### config.mk
export PLATFORM = sky130hd
export DESIGN_NAME = fa_serial_ctrl_flat
export DESIGN_NICKNAME = d
export VERILOG_FILES = /design/src/rtl/fa_serial_ctrl_pkg.sv /design/src/rtl/fa_serial_ctrl_if.sv /design/src/rtl/fa.sv /design/src/rtl/fa_serial_ctrl.sv /design/src/flat_wrapper.sv
export SDC_FILE = /design/constraint.sdc
export NUM_CORES = 1
export LEC_CHECK = 0
export ABC_AREA = 1
export BUFFER_PORTS_ARGS = -buffer_cell sky130_fd_sc_hd__buf_2
export CAP_MARGIN = 20
export CORE_ASPECT_RATIO = 0.9
export CORE_UTILIZATION = 55
export DETAILED_ROUTE_END_ITERATION = 12
export GPL_TIMING_DRIVEN = 0
export MAX_ROUTING_LAYER = met4
export PLACE_DENSITY = 0.85
export REMOVE_ABC_BUFFERS = 1
export SYNTH_ARGS = -nofsm -noshare
export SYNTH_HDL_FRONTEND = slang
export SYNTH_HIERARCHICAL = 1
export SYNTH_SLANG_ARGS = --single-unit
### constraint.sdc
create_clock -name clk -period 2.6 [get_ports clk]
set_clock_uncertainty 0.05 [all_clocks]
set_input_delay 0.39 -clock clk [delete_from_list [all_inputs] [get_ports clk]]
set_output_delay 0.39 -clock clk [all_outputs]
set_load 0.01 [all_outputs]
### src/rtl/fa_serial_ctrl_pkg.sv
// Shared definitions for the bit-serial adder controller: state encodings and default width.
package fa_serial_ctrl_pkg;

   localparam int DEFAULT_WIDTH = 8;

   localparam logic [1:0] ST_IDLE = 2'd0;
   localparam logic [1:0] ST_RUN  = 2'd1;
   localparam logic [1:0] ST_DONE = 2'd2;

endpackage

### src/rtl/fa_serial_ctrl_if.sv
// Host-side handshake and operand/result bus of the bit-serial adder.
interface fa_serial_ctrl_if
   import fa_serial_ctrl_pkg::*;
#(
   parameter int WIDTH = DEFAULT_WIDTH
);
   logic             start;
   logic [WIDTH-1:0] a;
   logic [WIDTH-1:0] b;
   logic             cin;
   logic             busy;
   logic             done;
   logic [WIDTH-1:0] sum;
   logic             cout;

   modport master (
      output start, a, b, cin,
      input  busy, done, sum, cout
   );

   modport slave (
      input  start, a, b, cin,
      output busy, done, sum, cout
   );

endinterface

### src/rtl/fa.sv
// 1-bit full-adder cell, the only arithmetic in the serial adder.
module fa (
   input  logic a,
   input  logic b,
   input  logic cin,
   output logic sum,
   output logic cout
);

   assign sum  = a ^ b ^ cin;
   assign cout = (a & b) | (a & cin) | (b & cin);

endmodule

### src/rtl/fa_serial_ctrl.sv
// Bit-serial adder: one fa cell walks a WIDTH-bit operand pair LSB first,
// carry held in a register between bits; start/busy/done handshake.
module fa_serial_ctrl
   import fa_serial_ctrl_pkg::*;
#(
   parameter int WIDTH = DEFAULT_WIDTH
) (
   input  logic               clk,
   input  logic               rst,
   fa_serial_ctrl_if.slave    bus
);

   localparam int             CW   = $clog2(WIDTH);
   localparam logic [CW-1:0]  LAST = CW'(WIDTH - 1);

   logic [1:0]       state_reg;
   logic [WIDTH-1:0] sa_reg;
   logic [WIDTH-1:0] sb_reg;
   logic [WIDTH-1:0] sr_reg;
   logic [WIDTH-1:0] sum_reg;
   logic             carry_reg;
   logic             cout_reg;
   logic [CW-1:0]    cnt_reg;

   logic             fa_s;
   logic             fa_co;
   logic [WIDTH-1:0] sr_next;
   logic             load;

   fa u_fa (
      .a    (sa_reg[0]),
      .b    (sb_reg[0]),
      .cin  (carry_reg),
      .sum  (fa_s),
      .cout (fa_co)
   );

   // Result bits enter at the MSB so the first bit lands in bit 0 after WIDTH shifts.
   assign sr_next = {fa_s, sr_reg[WIDTH-1:1]};
   assign load    = bus.start && ((state_reg == ST_IDLE) || (state_reg == ST_DONE));

   always_ff @(posedge clk) begin
      if (rst) begin
         state_reg <= ST_IDLE;
         sa_reg    <= '0;
         sb_reg    <= '0;
         sr_reg    <= '0;
         sum_reg   <= '0;
         carry_reg <= 1'b0;
         cout_reg  <= 1'b0;
         cnt_reg   <= '0;
      end else if (load) begin
         sa_reg    <= bus.a;
         sb_reg    <= bus.b;
         carry_reg <= bus.cin;
         sr_reg    <= '0;
         cnt_reg   <= '0;
         state_reg <= ST_RUN;
      end else begin
         case (state_reg)
            ST_RUN: begin
               sa_reg    <= sa_reg >> 1;
               sb_reg    <= sb_reg >> 1;
               sr_reg    <= sr_next;
               carry_reg <= fa_co;
               if (cnt_reg == LAST) begin
                  sum_reg   <= sr_next;
                  cout_reg  <= fa_co;
                  state_reg <= ST_DONE;
               end else begin
                  cnt_reg <= cnt_reg + 1'b1;
               end
            end
            // IDLE/DONE without start, and the unused encoding, all settle in IDLE.
            default: state_reg <= ST_IDLE;
         endcase
      end
   end

   assign bus.busy = (state_reg == ST_RUN);
   assign bus.done = (state_reg == ST_DONE);
   assign bus.sum  = sum_reg;
   assign bus.cout = cout_reg;

endmodule
### src/flat_wrapper.sv
// flat-port wrapper written by rule: the top's interface ports become plain ports
module fa_serial_ctrl_flat import fa_serial_ctrl_pkg::*;
#(
   parameter int WIDTH = DEFAULT_WIDTH
)
  (clk, rst, bus_start, bus_a, bus_b, bus_cin, bus_busy, bus_done, bus_sum, bus_cout);
  fa_serial_ctrl_if #(.WIDTH(WIDTH)) bus_i ();
  input  logic clk;
  input  logic rst;
  input wire logic [$bits(bus_i.start)-1:0] bus_start;
  input wire logic [$bits(bus_i.a)-1:0] bus_a;
  input wire logic [$bits(bus_i.b)-1:0] bus_b;
  input wire logic [$bits(bus_i.cin)-1:0] bus_cin;
  output wire logic [$bits(bus_i.busy)-1:0] bus_busy;
  output wire logic [$bits(bus_i.done)-1:0] bus_done;
  output wire logic [$bits(bus_i.sum)-1:0] bus_sum;
  output wire logic [$bits(bus_i.cout)-1:0] bus_cout;
  assign bus_i.start = bus_start;
  assign bus_i.a = bus_a;
  assign bus_i.b = bus_b;
  assign bus_i.cin = bus_cin;
  assign bus_busy = bus_i.busy;
  assign bus_done = bus_i.done;
  assign bus_sum = bus_i.sum;
  assign bus_cout = bus_i.cout;
  fa_serial_ctrl #(.WIDTH(WIDTH)) u_core (.clk(clk), .rst(rst), .bus(bus_i));
endmodule
==> flow_metrics.py <==
metrics = {
    "setup_path": {
        "regToRegStartpoint": "u_core/state_reg[0]",
        "cp_slowest_cell": "dfxtp_1",
        "path_cells": "nand2_4 -> inv_2 -> buf_2",
        "cpPeakStageDelay_ns": 0.72,
        "crit_required_ns": 2.16,
        "cp_num_buf_inv": 2,
        "crit_fanout": 27,
        "crit_arrival_ns": 1.74,
        "critPathLaunchType": "register",
        "setup.worst_path.start": "u_core/state_reg[0]",
        "path_delay_family": "flip-flops",
        "cp-end-kind": "primary output",
        "crit_type": "reg -> out",
    },
    "global_route": {
        "grt_overflow_total": 0,
        "grt_pass1_wl_mm": 5.46,
        "track_usage": 0.231,
        "antenna_found_initial": 0,
        "grt_pass1_vias": 1336,
        "grt_max_degree": 28,
    },
    "min_path": {
        "holdCritStartpoint": "bus_a[7]",
        "holdCritPathClass": "in -> reg",
    },
    "drt": {
        "route.met2.wl_mm": 1.40,
        "met1_length_mm": 1.53,
        "routedWlPerCell_um": 10.2,
        "postRouteAntennaNets": 0,
        "drt-initial-drc-count": 75,
        "routed_wl_mm": 3.10,
        "drc": 0,
        "routed.top_layer": "met4",
        "first_pass_iters": 4,
        "vias_per_cell": 4.85,
        "met3_length_um": 118,
        "via_count": 1464,
    },
    "floorplanning": {
        "die_area_sq_mm": 0.00328,
        "die_x_um": 60.3,
        "num_io_pins": 31,
        "initial_core_util": 0.597,
        "rows": 18,
        "core_area_sq_mm": 0.00282,
        "die_h_um": 54.5,
    },
    "clocking": {
        "holdBufCountCts": 0,
        "cts_setup_buffers": 0,
        "clockRootBuffer": "clkbuf_4",
        "cts_buffers": 5,
        "cts_tree": "yes",
        "insertion_delay_ns": 0.33,
        "path_clk_slew_ns": 0.11,
        "cts_sinks": 38,
        "htree_levels": 2,
        "ctsResizeCount": 0,
        "cts_max_path_buffers": 2,
    },
    "finish": {
        "num-fill-cells": 246,
        "mostFrequentLayoutCell": "nand2_1",
        "fin_area_sq_mm": 0.00191,
        "syn2layout_area_growth_pct": 13.6,
        "n_antenna_cell": 0,
        "seqCellArea_sq_um": 761,
        "multi_input_area_sq_um": 737,
        "drive_gt1_frac": 0.187,
        "final_nets": 285,
        "final_cell_mix": "nand2_1, dfxtp_1, buf_2, nor2_1, inv_1",
    },
    "status": {
        "status": "completed",
    },
    "placed_design": {
        "hpwl_mm": 2.09,
        "io_buffer_count": 30,
        "placed_cell_area_sq_mm": 0.00183,
        "gp_congestion": 0.799,
    },
    "synthesis": {
        "synth_cell_types": 16,
        "syn_area_per_cell_sq_um": 7.25,
        "synth-seq-cells": 38,
        "syn-cell-area_sq_mm": 0.00168,
        "ys_seq_area_frac": 0.452,
        "yosys_warnings": 6,
        "synth_cells": 232,
    },
    "job": {
        "cap_violations": 0,
    },
    "timing": {
        "setup_tns_ns": 0,
        "tightest_slew_ns": 0.611,
        "drv_slew": 0,
        "fmax_mhz": 460,
        "rsz0062_at_grt": "false",
        "setup_viol": 0,
        "timing.slew.headroom": 0.592,
        "fin_crit_ns": 2.18,
        "fin_crit_sh": 0.837,
        "finalHoldViolCount": 0,
        "holdWs_ns": 0.224,
    },
    "pwr": {
        "leakage_nw": 0.978,
        "irDropWorstVdd_mv": 0.445,
        "powerDensity_mw_per_mm2": 621,
    },
}
## synthesized netlist by cell type
cell type	number	area, sq um
nor2_1	30	113
inv_2	7	26.3
inv_1	28	105
nor2_4	1	11.3
nand3_1	23	115
nand2_4	2	22.5
buf_2	3	15.0
buf_6	3	33.8
fa_1	1	20.0
nand2_1	52	195
a21oi_1	20	100
dfxtp_1	38	761
clkbuf_1	1	3.75
ha_1	2	25.0
o21ai_0	19	95.1
nor2_8	2	40.0
## where the power goes
part	switching [mW]	total [mW]	internal (mW)
combinational	0.0923	0.146	0.0539
sequential	0.0222	0.636	0.613
clock	0.181	0.405	0.224
## logic make-up after synthesis
kind of cell               Yosys count  share of synthesized area
and+or+nand+nor                    110                      0.295
DFF                                 38                      0.452
buffers and inverters               42                      0.109
adders and majority gates            3                     0.0268
AOI/OAI and AO/OA                   39                      0.116
## layer usage
layer,vias to the layer above,track usage
met5,-,-
met4,0,0.0969
met3,5,0.0426
met2,31,0.379
met1,644,0.280
li1,784,-
## stage by stage
step                setup slack [ns]  utilization  std cells  power, mW
floorplan                       1.12            -        225      0.748
global placement               0.788        0.650        295      0.790
detailed placement             0.801        0.650        295      0.795
CTS                            0.418        0.679        302       1.20
global route                   0.296        0.679        302       1.25
finish                         0.424        0.679        302       1.19
## worst min-delay path, cell delays in order
cell and delay, ns:
buf_2 0.07, nor2_1 0.03, nor2_1 0.08
## worst paths after layout
check,endpoint,slack (ns),depth (start not counted)
max reg2reg,u_core/bus.sum[4],0.86,5
min,u_core/sa_reg[7],0.22,3
min reg2reg,u_core/sb_reg[7],0.43,2
max,bus_busy,0.42,3
## cell type report
class | count | share of cell area
flip-flops and latches | 38 | 0.398
multi-input cells | 152 | 0.386
repair buffers | 30 | 0.0786
inverters | 35 | 0.0688
clock buffers | 6 | 0.0269
well taps | 40 | 0.0262
clock inverters | 1 | 0.0157
Note: power is estimated with default switching activity, not from simulation.
